==> src/rtl/fp_stream_pkg.sv <==
// Shared definitions for the floating-point result stream: IEEE-754 single
// field positions, the result word type and a NaN classifier.
package fp_stream_pkg;

    localparam int FP_WIDTH = 32;
    localparam int EXP_MSB  = 30;
    localparam int EXP_LSB  = 23;
    localparam int MAN_MSB  = 22;

    typedef logic [FP_WIDTH-1:0] fp_word_t;

    // NaN: exponent all ones with a nonzero mantissa; infinity is not a NaN.
    function automatic logic fp_is_nan(input fp_word_t w);
        return (&w[EXP_MSB:EXP_LSB]) && (|w[MAN_MSB:0]);
    endfunction

endpackage

==> src/rtl/sink_fifo_mem.sv <==
// DEPTH x DATA_WIDTH storage with one write port and an enabled, registered
// read port that forwards a same-cycle write to the read register.
module sink_fifo_mem #(
    parameter int DATA_WIDTH = 32,
    parameter int DEPTH      = 16
) (
    input  logic                     clk,
    input  logic                     rst,
    input  logic                     we,
    input  logic [$clog2(DEPTH)-1:0] wr_addr,
    input  logic [DATA_WIDTH-1:0]    wr_data,
    input  logic                     re,
    input  logic [$clog2(DEPTH)-1:0] rd_addr,
    output logic [DATA_WIDTH-1:0]    rd_data
);

    logic [DATA_WIDTH-1:0] mem_q [DEPTH];
    logic [DATA_WIDTH-1:0] rd_data_q;
    logic [DATA_WIDTH-1:0] rd_data_d;

    // The read register only moves when enabled, so the head word stays put
    // while the consumer stalls.
    always_comb begin
        rd_data_d = rd_data_q;
        if (re) begin
            rd_data_d = (we && (wr_addr == rd_addr)) ? wr_data : mem_q[rd_addr];
        end
    end

    always_ff @(posedge clk or posedge rst) begin
        if (rst) begin
            rd_data_q <= '0;
        end else begin
            rd_data_q <= rd_data_d;
        end
    end

    always_ff @(posedge clk) begin
        if (we) begin
            mem_q[wr_addr] <= wr_data;
        end
    end

    assign rd_data = rd_data_q;

endmodule

==> src/rtl/fp_result_sink.sv <==
// First-word-fall-through sink for the valid-only FP result stream, with a
// sticky overflow flag; NaN flagging is enabled by FP_RESULT_SINK_NAN_CHECK_EN.
module fp_result_sink
    import fp_stream_pkg::*;
#(
    parameter int DATA_WIDTH = 32,
    parameter int DEPTH      = 16
) (
    input  logic                   clkIn,
    input  logic                   rstIn,
    input  logic                   validIn,
    input  logic [DATA_WIDTH-1:0]  dataIn,
    output logic [DATA_WIDTH-1:0]  dataOut,
    output logic                   validOut,
    input  logic                   readyIn,
    output logic [$clog2(DEPTH):0] levelOut,
    input  logic                   clearIn,
    output logic                   errorOut,
    output logic                   nanOut
);

    localparam int AW = $clog2(DEPTH);
    typedef logic [AW:0] ptr_t;

    ptr_t          wr_ptr_q, wr_ptr_d;
    ptr_t          rd_ptr_q, rd_ptr_d;
    logic          error_q, error_d;
    logic          empty, full, push, pop, drop, rd_en;
    logic [AW-1:0] rd_addr;

    // A pop frees a slot, so a full FIFO still accepts a beat in the same cycle.
    always_comb begin
        empty    = (wr_ptr_q == rd_ptr_q);
        full     = (wr_ptr_q[AW] != rd_ptr_q[AW]) && (wr_ptr_q[AW-1:0] == rd_ptr_q[AW-1:0]);
        pop      = !empty && readyIn;
        push     = validIn && (!full || pop);
        drop     = validIn && !push;
        wr_ptr_d = push ? wr_ptr_q + ptr_t'(1) : wr_ptr_q;
        rd_ptr_d = pop ? rd_ptr_q + ptr_t'(1) : rd_ptr_q;
        rd_en    = pop || (push && empty);
        rd_addr  = rd_ptr_d[AW-1:0];
        error_d  = drop | (error_q & ~clearIn);
    end

    always_ff @(posedge clkIn or posedge rstIn) begin
        if (rstIn) begin
            wr_ptr_q <= '0;
            rd_ptr_q <= '0;
            error_q  <= 1'b0;
        end else begin
            wr_ptr_q <= wr_ptr_d;
            rd_ptr_q <= rd_ptr_d;
            error_q  <= error_d;
        end
    end

    sink_fifo_mem #(
        .DATA_WIDTH(DATA_WIDTH),
        .DEPTH     (DEPTH)
    ) u_mem (
        .clk    (clkIn),
        .rst    (rstIn),
        .we     (push),
        .wr_addr(wr_ptr_q[AW-1:0]),
        .wr_data(dataIn),
        .re     (rd_en),
        .rd_addr(rd_addr),
        .rd_data(dataOut)
    );

`ifdef FP_RESULT_SINK_NAN_CHECK_EN
    logic nan_q, nan_d;

    always_comb begin
        nan_d = (push && fp_is_nan(fp_word_t'(dataIn))) | (nan_q & ~clearIn);
    end

    always_ff @(posedge clkIn or posedge rstIn) begin
        if (rstIn) begin
            nan_q <= 1'b0;
        end else begin
            nan_q <= nan_d;
        end
    end

    assign nanOut = nan_q;
`else
    assign nanOut = 1'b0;
`endif

    assign validOut = !empty;
    assign levelOut = wr_ptr_q - rd_ptr_q;
    assign errorOut = error_q;

endmodule

==> config.mk <==
export PLATFORM = sky130hd
export DESIGN_NAME = fp_result_sink
export DESIGN_NICKNAME = d
export VERILOG_FILES = /design/src/rtl/fp_stream_pkg.sv /design/src/rtl/sink_fifo_mem.sv /design/src/rtl/fp_result_sink.sv
export SDC_FILE = /design/constraint.sdc
export NUM_CORES = 1
export LEC_CHECK = 0
export CORE_MARGIN = 2
export CORE_UTILIZATION = 40
export CTS_CLUSTER_DIAMETER = 60
export DETAILED_ROUTE_END_ITERATION = 7
export PLACE_DENSITY = 0.68
export SYNTH_ARGS = -nofsm -noshare
export SYNTH_HDL_FRONTEND = slang
export SYNTH_HIERARCHICAL = 1
export SYNTH_SLANG_ARGS = --single-unit
==> constraint.sdc <==
create_clock -name clkIn -period 4.5 [get_ports clkIn]
set_input_delay 0.9 -clock clkIn [delete_from_list [all_inputs] [get_ports clkIn]]
set_output_delay 0.9 -clock clkIn [all_outputs]
set_load 0.03 [all_outputs]
==> flow_summary.json <==
{
  "drtAntennaViolNets": 0,
  "drtIter0Drc": 999,
  "core_sq_um": 54990,
  "finalCriticalPeriod_ns": 3.920,
  "ios": 77,
  "synth_area_per_cell_sq_um": 19.65,
  "max_slew_margin_pct": 18.81,
  "path_max_fanout": 12,
  "io_buffers": 75,
  "path_class": "flip-flop to output port",
  "yosysSeqAreaShare_pct": 74.08,
  "first_pass_iters": 5,
  "grt_pass1_wl_um": 73670,
  "synth.yosys.warnings": 6,
  "grt_usage_pct": 17.33,
  "die_h_um": 239.6,
  "met3_usage_pct": 2.558,
  "ys_seq_elements": 555,
  "cts_buffers": 54,
  "setup_viol": 0,
  "fmax_mhz": 255.1,
  "use_met1_pct": 23.27,
  "maxCapViolCount": 0,
  "postCtsHoldBufs": 0,
  "wl_per_cell_um": 24.24,
  "dpl.hpwl_um": 26260,
  "rows": 86,
  "min_path_type": "flip-flop to flip-flop",
  "hold_violations": 0,
  "cts_tree": "yes",
  "holdWs_ns": 0.5151,
  "initial_core_util_pct": 40.39,
  "synth_cell_types": 45,
  "synth.net_count": 1174,
  "cts.sinks": 555,
  "async_reset_ff_share_pct": 7.748,
  "top_usage_layer": "met2",
  "antenna_found_initial": 1,
  "postCtsSetupRepairBufs": 0,
  "synth_area_leaders": "edfxtp_1 (69%), mux4_1 (5.9%), dfrtp_1 (4.8%)",
  "drc": 0,
  "layout_commonest_cell": "edfxtp_1",
  "htree_levels": 2,
  "syn_inst": 1130,
  "final_util_pct": 46.73,
  "powerDensity_nw_per_um2": 708.9,
  "dieArea_sq_um": 57420,
  "diodes": 0,
  "yosys.area.top_type": "edfxtp_1",
  "clk_pin_slew_worst_paths_ns": 0.06,
  "n_fill_cell": 4525,
  "synth.top_cell.area_share_pct": 69.24,
  "cts.path.max_buffers": 3,
  "clkLatencyLatePin_ns": 0.60,
  "start_kind": "flip-flop",
  "synth_edf_count": 512,
  "use_met2_pct": 28.97,
  "rsz0062_at_grt": "no",
  "drt-vias-per-instance": 5.520,
  "die_w_um": 239.6,
  "via_count": 11128,
  "peakVddDrop_uv": 483.6,
  "status": "finished, final reports clean",
  "skew_ns": 0.01331,
  "finalMaxSlewViolations": 0,
  "yosys_most_used_dff": "edfxtp_1",
  "fin_crit_sh_pct": 87.10,
  "final_cell_mix": "edfxtp_1 (512), clkdlybuf4s50_1 (75), mux2i_1 (64), clkbuf_16 (55), mux4_1 (50)",
  "drive_gt1_share_pct": 17.59,
  "worstPathArrival_ns": 3.02,
  "endpoint_kind": "output port",
  "grt_max_degree": 69,
  "grt_pass1_vias": 11628,
  "setup-tns-final_ns": 0,
  "cts_resized": 0,
  "syn_area_sq_um": 22210,
  "gp_congestion": 0.7603,
  "power_leakage_nw": 8.802,
  "worstMarginPinSlew_ns": 1.215,
  "overflow": 0,
  "routed_wl_um": 48860,
  "root_buffer": "clkbuf_16",
  "area_growth_pct": 15.71,
  "required_ns": 3.60,
  "nNetsFinal": 1269
}
## critical path, cell delays in order, from the launching register on
cell	delay, ns
dfrtp_1	0.54
inv_1	0.12
ha_1	0.15
inv_1	0.06
fa_1	0.40
a21o_1	0.18
a21oi_1	0.16
xnor2_1	0.14
clkdlybuf4s50_1	0.69
## worst paths after layout
path | startpoint | end | slack (ns) | cells past startpoint
hold / removal | rd_ptr_q[4] | rd_ptr_q[4] | 0.52 | 1
setup / recovery | wr_ptr_q[0] | levelOut[4] | 0.58 | 8
max in group asynchronous | rstIn | u_mem/rd_data[13] | 2.89 | 2
setup reg to reg | wr_ptr_q[0] | u_mem/rd_data[23] | 0.75 | 10
hold reg to reg | rd_ptr_q[4] | rd_ptr_q[4] | 0.52 | 1
min in group asynchronous | rstIn | wr_ptr_q[3] | 0.68 | 2
## Yosys cell counts (2+ instances only)
cell      instances
nand2b_1          2
mux4_1           50
a21oi_1           2
buf_6            14
clkbuf_1         33
a31oi_1          32
and3_1            2
mux4_2           46
mux2_2           32
nor3_1            4
mux2_4            2
mux2i_1          64
nand3b_1          2
o21ai_1          22
ha_1              6
nand2_1          36
buf_4             7
buf_2            15
a21o_1            2
xor2_1            7
a221oi_2          2
o21ai_0          12
xnor2_1           8
inv_1            43
a221oi_1         30
edfxtp_1        512
a41o_1           32
nor3_2            3
nand3_1           5
dfrtp_1          43
nor2_1           46
## report_power, final
group          switching (mW)  internal, mW
Combinational            4.10          3.10
Clock                    1.86          2.48
Sequential              0.348          6.34
## registers in the layout (all words and copies together), names as in the netlist
name / cells
rd_ptr_q: 5
u_mem/mem_q: 512
errorOut: 1
wr_ptr_q: 5
u_mem/rd_data: 32
## through the flow
| step | setup WS, ns | power, mW | std cells | cell area, sq um |
|---|---|---|---|---|
| detailed placement | 0.6712 | 14.05 | 1917 | 24010 |
| floorplan | 0.1628 | 11.86 | 1130 | 22210 |
| global placement | 0.7021 | 13.93 | 1917 | 24010 |
| global route | 0.4057 | 19.07 | 2016 | 25690 |
| finish | 0.5805 | 18.22 | 2016 | 25690 |
| CTS | 0.5248 | 18.38 | 2016 | 25690 |
## final cells by class
type,instances,area (sq um),share of cell area (%)
Clock buffer,73,1484,5.775
Clock inverter,26,203.9,0.7937
Inverter,43,161.4,0.6282
Multi-Input combinational cell,461,5320,20.71
Sequential cell,555,16450,64.02
Tap cell,748,935.9,3.642
Timing Repair Buffer,110,1139,4.431
## cell families after synthesis
kind of cell             share of synthesized area (%)
AO/OA/AOI/OAI                                    4.671
XOR/XNOR                                        0.6649
adder cells (fa/ha/maj)                         0.4282
buffers and inverters                            2.727
flip-flops                                       74.08
multiplexers                                     15.22
other                                          0.01689
AND/OR/NAND/NOR                                  2.186
## per-layer routing
metal  wire length [um]  part of all wire [%]  vias up
met5                 13                 0.027        -
met4               1257                   2.6        2
met3               2711                   5.5       82
met2              24090                    49      333
met1              20790                    43     5902
li1                   -                     -     4809
Power figures use the tool's default switching activity.
